File: config.mk
export PLATFORM = sky130hd
export DESIGN_NAME = startup_sequencer
export DESIGN_NICKNAME = d
export VERILOG_FILES = /design/src/rtl/startup_sequencer.sv
export SDC_FILE = /design/constraint.sdc
export NUM_CORES = 1
export LEC_CHECK = 0
export ABC_AREA = 1
export BUFFER_PORTS_ARGS = -buffer_cell sky130_fd_sc_hd__buf_2
export CAP_MARGIN = 10
export CORE_UTILIZATION = 41
export CTS_BUF_LIST = sky130_fd_sc_hd__clkbuf_16
export DETAILED_ROUTE_END_ITERATION = 6
export PLACE_DENSITY_LB_ADDON = 0.2
export RECOVER_POWER = 100
export SYNTH_ARGS = -nofsm -noshare
export SYNTH_HDL_FRONTEND = slang
export SYNTH_SLANG_ARGS = --single-unit
File: constraint.sdc
create_clock -name clock -period 2.6 [get_ports clock]
set_clock_uncertainty 0.1 [all_clocks]
set_input_delay 0.52 -clock clock [delete_from_list [all_inputs] [get_ports clock]]
set_output_delay 0.52 -clock clock [all_outputs]
set_load 0.05 [all_outputs]
File: src/rtl/startup_sequencer.sv
// -----------------------------------------------------------------------------
// startup_sequencer
//
// Ordered power-up sequencer for up to 16 dependent stages (PLLs, PHYs, codecs).
// After a fixed INIT delay each stage is enabled in turn. A stage must
// acknowledge within TIMEOUT cycles. It then gets SETTLE_TIME cycles before the
// next stage is enabled. Once every stage is up, the block supervises the
// acknowledges, and any dropped acknowledge shuts everything down.
//
// Optional feature macro: STARTUP_SEQ_RETRY_EN
//   When this macro is defined, a WAIT timeout first power-cycles the stage
//   (RETRY_OFF for SETTLE_TIME cycles), up to MAX_RETRIES times, before the
//   block faults. When it is undefined, a timeout faults immediately.
//
// Ports:
//   clock        in   1       single clock
//   reset_n      in   1       asynchronous active-low reset
//   restart      in   1       synchronous request to rerun from INIT
//   stage_done   in   STAGES  per-stage acknowledge (already synchronous)
//   stage_en     out  STAGES  cumulative per-stage enable
//   busy         out  1       INIT / WAIT / SETTLE / RETRY_OFF
//   started      out  1       all stages up (DONE)
//   fault        out  1       FAULT state
//   fault_stage  out  4       stage that caused the fault (valid with fault)
// -----------------------------------------------------------------------------
module startup_sequencer #(
   parameter int unsigned STAGES      = 4,
   parameter logic [31:0] INIT_TIME   = 32'd100000000,
   parameter logic [31:0] SETTLE_TIME = 32'd1000,
   parameter logic [31:0] TIMEOUT     = 32'd2000000,
   parameter int unsigned MAX_RETRIES = 2
) (
   input  logic              clock,
   input  logic              reset_n,
   input  logic              restart,
   input  logic [STAGES-1:0] stage_done,
   output logic [STAGES-1:0] stage_en,
   output logic              busy,
   output logic              started,
   output logic              fault,
   output logic [3:0]        fault_stage
);

   typedef enum logic [2:0] {
      S_INIT,
      S_WAIT,
      S_SETTLE,
      S_DONE,
      S_FAULT
`ifdef STARTUP_SEQ_RETRY_EN
      , S_RETRY_OFF
`endif
   } state_e;

   state_e            state_q, state_d;
   logic [31:0]       count_q, count_d;
   logic [3:0]        idx_q, idx_d;
   logic [STAGES-1:0] en_q, en_d;
   logic              busy_q, busy_d;
   logic              started_q, started_d;
   logic              fault_q, fault_d;
   logic [3:0]        fs_q, fs_d;
`ifdef STARTUP_SEQ_RETRY_EN
   logic [3:0]        retry_q, retry_d;
`else
   logic              unused_cfg;
   assign unused_cfg = (MAX_RETRIES > 32'd15);
`endif

   // Decoded views of idx_q plus the loss-of-acknowledge detector.
   logic [STAGES-1:0] idx_oh;
   logic [STAGES-1:0] next_oh;
   logic [STAGES-1:0] chk_mask;
   logic              ack;
   logic              lost_any;
   logic [3:0]        lost_idx;

   always_comb begin
      idx_oh   = '0;
      next_oh  = '0;
      chk_mask = '0;
      lost_any = 1'b0;
      lost_idx = '0;
      for (int unsigned j = 0; j < STAGES; j++) begin
         if (4'(j) == idx_q)        idx_oh[j]  = 1'b1;
         if (4'(j) == idx_q + 4'd1) next_oh[j] = 1'b1;
         // Stages below idx are already up and must stay acknowledged.
         // SETTLE also covers idx itself, and DONE covers every stage.
         if (state_q == S_DONE)
            chk_mask[j] = 1'b1;
         else if (4'(j) < idx_q)
            chk_mask[j] = 1'b1;
         else if ((4'(j) == idx_q) && (state_q == S_SETTLE))
            chk_mask[j] = 1'b1;
      end
      // Pick the lowest offending stage.
      for (int unsigned j = 0; j < STAGES; j++) begin
         if (!lost_any && chk_mask[j] && !stage_done[j]) begin
            lost_any = 1'b1;
            lost_idx = 4'(j);
         end
      end
      ack = |(stage_done & idx_oh);
   end

   // Next-state, counter and registered-output logic
   always_comb begin
      state_d = state_q;
      count_d = count_q + 32'd1;
      idx_d   = idx_q;
      en_d    = en_q;
      fs_d    = fs_q;
`ifdef STARTUP_SEQ_RETRY_EN
      retry_d = retry_q;
`endif

      if (restart) begin
         state_d = S_INIT;
         count_d = '0;
         idx_d   = '0;
         en_d    = '0;
         fs_d    = '0;
`ifdef STARTUP_SEQ_RETRY_EN
         retry_d = '0;
`endif
      end else begin
         unique case (state_q)
            S_INIT: begin
               if (count_q == INIT_TIME - 32'd1) begin
                  state_d = S_WAIT;
                  count_d = '0;
                  idx_d   = '0;
                  en_d    = STAGES'(1);
`ifdef STARTUP_SEQ_RETRY_EN
                  retry_d = '0;
`endif
               end
            end

            S_WAIT: begin
               if (lost_any) begin
                  state_d = S_FAULT;
                  count_d = '0;
                  en_d    = '0;
                  fs_d    = lost_idx;
               end else if (ack) begin
                  state_d = S_SETTLE;
                  count_d = '0;
               end else if (count_q == TIMEOUT - 32'd1) begin
                  count_d = '0;
`ifdef STARTUP_SEQ_RETRY_EN
                  if (retry_q < 4'(MAX_RETRIES)) begin
                     state_d = S_RETRY_OFF;
                     en_d    = en_q & ~idx_oh;
                  end else begin
                     state_d = S_FAULT;
                     en_d    = '0;
                     fs_d    = idx_q;
                  end
`else
                  state_d = S_FAULT;
                  en_d    = '0;
                  fs_d    = idx_q;
`endif
               end
            end

            S_SETTLE: begin
               if (lost_any) begin
                  state_d = S_FAULT;
                  count_d = '0;
                  en_d    = '0;
                  fs_d    = lost_idx;
               end else if (count_q == SETTLE_TIME - 32'd1) begin
                  count_d = '0;
                  if (idx_q == 4'(STAGES - 1)) begin
                     state_d = S_DONE;
                  end else begin
                     state_d = S_WAIT;
                     idx_d   = idx_q + 4'd1;
                     en_d    = en_q | next_oh;
`ifdef STARTUP_SEQ_RETRY_EN
                     retry_d = '0;
`endif
                  end
               end
            end

`ifdef STARTUP_SEQ_RETRY_EN
            S_RETRY_OFF: begin
               if (lost_any) begin
                  state_d = S_FAULT;
                  count_d = '0;
                  en_d    = '0;
                  fs_d    = lost_idx;
               end else if (count_q == SETTLE_TIME - 32'd1) begin
                  state_d = S_WAIT;
                  count_d = '0;
                  en_d    = en_q | idx_oh;
                  retry_d = retry_q + 4'd1;
               end
            end
`endif

            S_DONE: begin
               count_d = '0;
               if (lost_any) begin
                  state_d = S_FAULT;
                  en_d    = '0;
                  fs_d    = lost_idx;
               end
            end

            S_FAULT: begin
               count_d = '0;
            end

            default: begin
               state_d = S_INIT;
               count_d = '0;
               en_d    = '0;
            end
         endcase
      end

      // Status flags are decoded from the next state so they register
      // together with the state itself.
      busy_d = (state_d == S_INIT) || (state_d == S_WAIT) ||
               (state_d == S_SETTLE)
`ifdef STARTUP_SEQ_RETRY_EN
               || (state_d == S_RETRY_OFF)
`endif
               ;
      started_d = (state_d == S_DONE);
      fault_d   = (state_d == S_FAULT);
   end

   always_ff @(posedge clock or negedge reset_n) begin
      if (!reset_n) begin
         state_q   <= S_INIT;
         count_q   <= '0;
         idx_q     <= '0;
         en_q      <= '0;
         busy_q    <= 1'b1;
         started_q <= 1'b0;
         fault_q   <= 1'b0;
         fs_q      <= '0;
`ifdef STARTUP_SEQ_RETRY_EN
         retry_q   <= '0;
`endif
      end else begin
         state_q   <= state_d;
         count_q   <= count_d;
         idx_q     <= idx_d;
         en_q      <= en_d;
         busy_q    <= busy_d;
         started_q <= started_d;
         fault_q   <= fault_d;
         fs_q      <= fs_d;
`ifdef STARTUP_SEQ_RETRY_EN
         retry_q   <= retry_d;
`endif
      end
   end

   assign stage_en    = en_q;
   assign busy        = busy_q;
   assign started     = started_q;
   assign fault       = fault_q;
   assign fault_stage = fs_q;

endmodule

### Word level (Yosys, flattened, before mapping)

Index checks and enable logic that the tools add are counted.
W data, S select, Z words.

* equal/unequal tests: 29
* reduce and logical (&&, ||, !) cells: 31
* $add $sub $neg: 2
* multiplexer cells: 67
* bitwise operators: 2
* order comparisons: 4

Operator list (count)
* $mux W32: 7
* $pmux W32 S3: 1
* $mux W4: 21
* $add A32 B1 Y32 const B: 1
* $eq A32 B10 Y1 const B: 1
* $eq A32 B21 Y1 const B: 1
* $eq A32 B27 Y1 const B: 1
* $mux W1: 25
* $mux W3: 8
* $pmux W4 S5: 1
* $eq A2 B4 Y1 const A: 4
* $pmux W4 S2: 2
* $pmux W3 S5: 1
* $eq A3 B2 Y1 const B: 4
* $ne A3 B3 Y1 const B: 4
* $ne A4 B4 Y1 const B: 3
* $logic_and A1 B1 Y1: 11
* $eq A1 B4 Y1 const A: 2
* $logic_not A4 Y1: 2
* $lt A1 B4 Y1 const A: 2
* $lt A2 B4 Y1 const A: 2
* $logic_not A1 Y1: 7
* $reduce_and A7 Y1: 1
* $eq A3 B1 Y1 const B: 2
* 17 further kinds: 21

* logic and storage cells: 143
* bits of input ports: 7
* bits in registers: 50
* output and inout port bits: 11

### Logic depth before layout (Yosys ltp)

* depth after elaboration: 25
* mapped depth: 15
* depth with buffers taken out: 14

### Worst setup path before layout

Ideal clock, no wire load.

* path type: register -> register
* start: register idx_q[0]
* end: register fs_q[0] (netlist: fault_stage[0])
* buffers on the path: 0
* stages on the path, launching flop included: 14
* arrival: 1813 ps
* setup slack: 570 ps
* path through: dfrtp_1 > inv_1 > ha_1 > nand2_1 > o21bai_1 > nand2_1 > inv_2 > nand3_2 > nor2_2 > nand3_2 > nand2_2 > inv_2 > nand2_1 > nand2_1

* longest elaborated chain between the ends: 22

RTL lines
* start, declared: RTL line 57 `logic [3:0] idx_q, idx_d;`
* start signal, assigned: RTL line 254 `idx_q <= idx_d;`
* parallel branches: the longest is 22 deep, another holds $lt A1 B4 Y1
* end signal, assigned: RTL line 259 `fs_q <= fs_d;`
* end, declared: RTL line 62 `logic [3:0] fs_q, fs_d;`

Parallel ways; which one is timed is not known. The select of a mux whose other input is x is not followed.
A chain may end at the register's enable or synchronous reset.

### Final worst setup path

* start: register idx_q[0]
* end: register fs_q[1] (netlist: fault_stage[1])

Same word-level chain as after synthesis.

==> impl_metrics.tcl <==
set metrics [dict create \
    cp-end-kind "flop" \
    synth_top_area_share_pct 33.79 \
    hold_violations 0 \
    crit_fanout 8 \
    root_buffer "clkbuf_16" \
    ir_drop_v 0.0002554 \
    fillCellCount 897 \
    multi_input_area_sq_um 1992 \
    tns_ns 0 \
    synth.area.top_cells "dfrtp_1 (34%), nand2_1 (15%), nand3_1 (8.7%)" \
    drv_cap 0 \
    stdcell_area_sq_um 3993 \
    synth.avg_cell_area_sq_um 6.550 \
    cp-start-kind "flop" \
    core-area_sq_um 8382 \
    max_stage_delay_ns 0.48 \
    yosysWarningCount 0 \
    switching_share_pct 20.70 \
    p_leak_uw 0.002005 \
    path_delay_family "simple AND/OR/NAND/NOR gates" \
    ctsHoldBuffers 0 \
    fin_util_pct 47.63 \
    cpMaxStageDelayCell "dfrtp_1" \
    netlist_area_sq_um 3628 \
    antenna_found_initial 0 \
    crit_required_ns 2.68 \
    period_needed_ns 2.393 \
    status "completed" \
    area_growth_syn_to_layout_pct 10.03 \
    rows 33 \
    slew_violations 0 \
    finalSetupViolations 0 \
    place.gp.congestion 0.9651 \
    crit_path_frequent_cell "nand2_1" \
    die_width_um 96.08 \
    clk_pin_slew_worst_paths_ns 0.07 \
    cp_cell_sequence "inv_1, ha_1, nand2_1, o21bai_1, nand2_1, inv_2, nand3_2, nor2_4, nand3_2, nand2_2, inv_2, nand2_1, nand2_1" \
    seq_power_share_pct 46.3 \
    first_iter_violations 289 \
    nNetsFinal 590 \
    drive_gt1_share_pct 8.131 \
    grt_usage_pct 22.72 \
    ant_nets 0 \
    place_area_sq_um 3855 \
    cts_tree "built" \
    synth_cells 554 \
    cts.sinks 50 \
    overflow 0 \
    layout_commonest_cell "nand2_1" \
    switching_power_uw 352.3 \
    route.detailed.drc 0 \
    worst-path-buf-inv 3 \
    grt_setup_unrepaired "false" \
    wl_per_cell_um 13.96 \
    synth.distinct_cells 31 \
    r2r_end "fault_stage[1]$_DFFE_PN0P_" \
    htreeDepth 2 \
    max_slew_margin_pct 30.89 \
    die_area_sq_um 9230 \
    cts-resized-gates 0 \
    seqCellArea_sq_um 1252 \
    routed_wl_um 9538 \
    hp-class "in -> async" \
    dp_hpwl_um 7505 \
    comb_power_share_pct 4.4 \
    r2r_start "idx_q[0]$_DFFE_PN0P_" \
    viasPerCell 5.220 \
    synth_top_cell_by_area "dfrtp_1" \
    syn_nets 567 \
    rr_worst_depth 13 \
    cts_setup_buffers 0 \
    port_buffers 17 \
    insertion_delay_ns 0.29 \
    ys_seq_area_share_pct 34.52 \
    die_h_um 96.08 \
    vias 3565 \
    timing.fmax_mhz 417.9 \
    intPower_uw 1350 \
    cts.path.max_buffers 2 \
    diodes 0 \
    dr.pass1.iters 5 \
    grt_pass1_vias 3316 \
    top_level_ports 18 \
    finalCritPeriodShare_pct 92.04 \
    start_util_pct 43.29 \
    grt_pass1_wl_um 15990 \
    regToRegSetupSlack_ns 0.21 \
    cts_buffers 5 \
    clkPwrFrac_pct 49.3 \
    layout_common_cells "nand2_1 (152), nor2_1 (91), inv_1 (70)" \
    grt_max_degree 34 \
    critical_path_class "reg -> reg" \
    power_uw 1702 \
    power_density_nw_per_um2 426.4 \
    arrival_ns 2.47 \
    ys_ff_latch 50 \
    tightestPinTransition_ns 1.037 \
]
## through the flow
stage,setup slack (ns),hold slack [ns],cells
after floorplan,0.5696,0.1244,554
after global placement,0.2896,0.3467,675
after detailed placement,0.1660,0.3617,675
after CTS,0.1509,0.07177,683
after global routing,0.01294,0.3793,683
final,0.2071,0.2876,683
## worst max path at each step
stage,start,end,slack (ns),depth (start not counted)
2_1_floorplan,idx_q[0]$_DFFE_PN0P_,fault_stage[0]$_DFFE_PN0P_,0.57,13
3_3_place_gp,idx_q[0]$_DFFE_PN0P_,fault_stage[1]$_DFFE_PN0P_,0.29,13
3_5_place_dp,idx_q[0]$_DFFE_PN0P_,fault_stage[1]$_DFFE_PN0P_,0.17,13
4_1_cts,idx_q[0]$_DFFE_PN0P_,fault_stage[1]$_DFFE_PN0P_,0.15,13
5_1_grt,idx_q[1]$_DFFE_PN0P_,stage_en[2]$_DFFE_PN0P_,0.01,14
6_report,idx_q[0]$_DFFE_PN0P_,fault_stage[1]$_DFFE_PN0P_,0.21,13
## layout make-up
type / count / share of cell area, %
multi-input cells: 415 / 49.89
clock buffers: 5 / 3.134
clock inverters: 3 / 1.598
flip-flops and latches: 50 / 31.37
repair buffers: 25 / 3.196
well taps: 105 / 3.291
inverters: 80 / 7.521
## synthesized netlist by cell type, drive strengths merged
cell / n
nand2: 156
nor2: 101
inv: 79
nand3: 65
dfrtp: 49
nor3: 24
xor2: 20
nand4: 19
o21ai: 11
ha: 6
clkbuf: 5
a21oi: 4
buf: 4
nor4: 3
a21o: 1
clkinv: 1
dfstp: 1
nand3b: 1
o21a: 1
o21bai: 1
or2: 1
xnor2: 1
## registers in the layout (all words and copies together), names as in the netlist
register,flops
stage_en,4
fault,1
started,1
state_q,3
fault_stage,4
idx_q,4
count_q,32
busy,1
## layer usage
layer | share of wire [%] | vias up | GRT usage (%) | wire [um]
li1 | - | 1795 | - | -
met4 | 1.2 | 0 | 4.851 | 119
met5 | 0 | - | 0 | 0
met2 | 43 | 120 | 35.05 | 4104
met3 | 6.2 | 9 | 4.660 | 596
met1 | 49 | 1641 | 32.58 | 4719
## logic make-up (layout without fill, tap and decap cells)
| family | Yosys count | count (layout) | share of synthesized area [%] |
|---|---|---|---|
| flops | 50 | 50 | 34.52 |
| buf+inv | 89 | 113 | 9.655 |
| simple gates | 370 | 370 | 46.00 |
| fa+ha+maj | 6 | 6 | 2.069 |
| xor+xnor | 21 | 21 | 5.069 |
| compound gates | 18 | 18 | 2.690 |
## power groups by stage
stage	clock network, uW	logic, uW	registers (uW)
2_1_floorplan	0	39.0	807
3_3_place_gp	0	76.8	803
3_5_place_dp	0	78.4	803
4_1_cts	862	78.6	788
5_1_grt	894	86.0	789
6_report	839	74.7	789
Power figures use the tool's default switching activity.
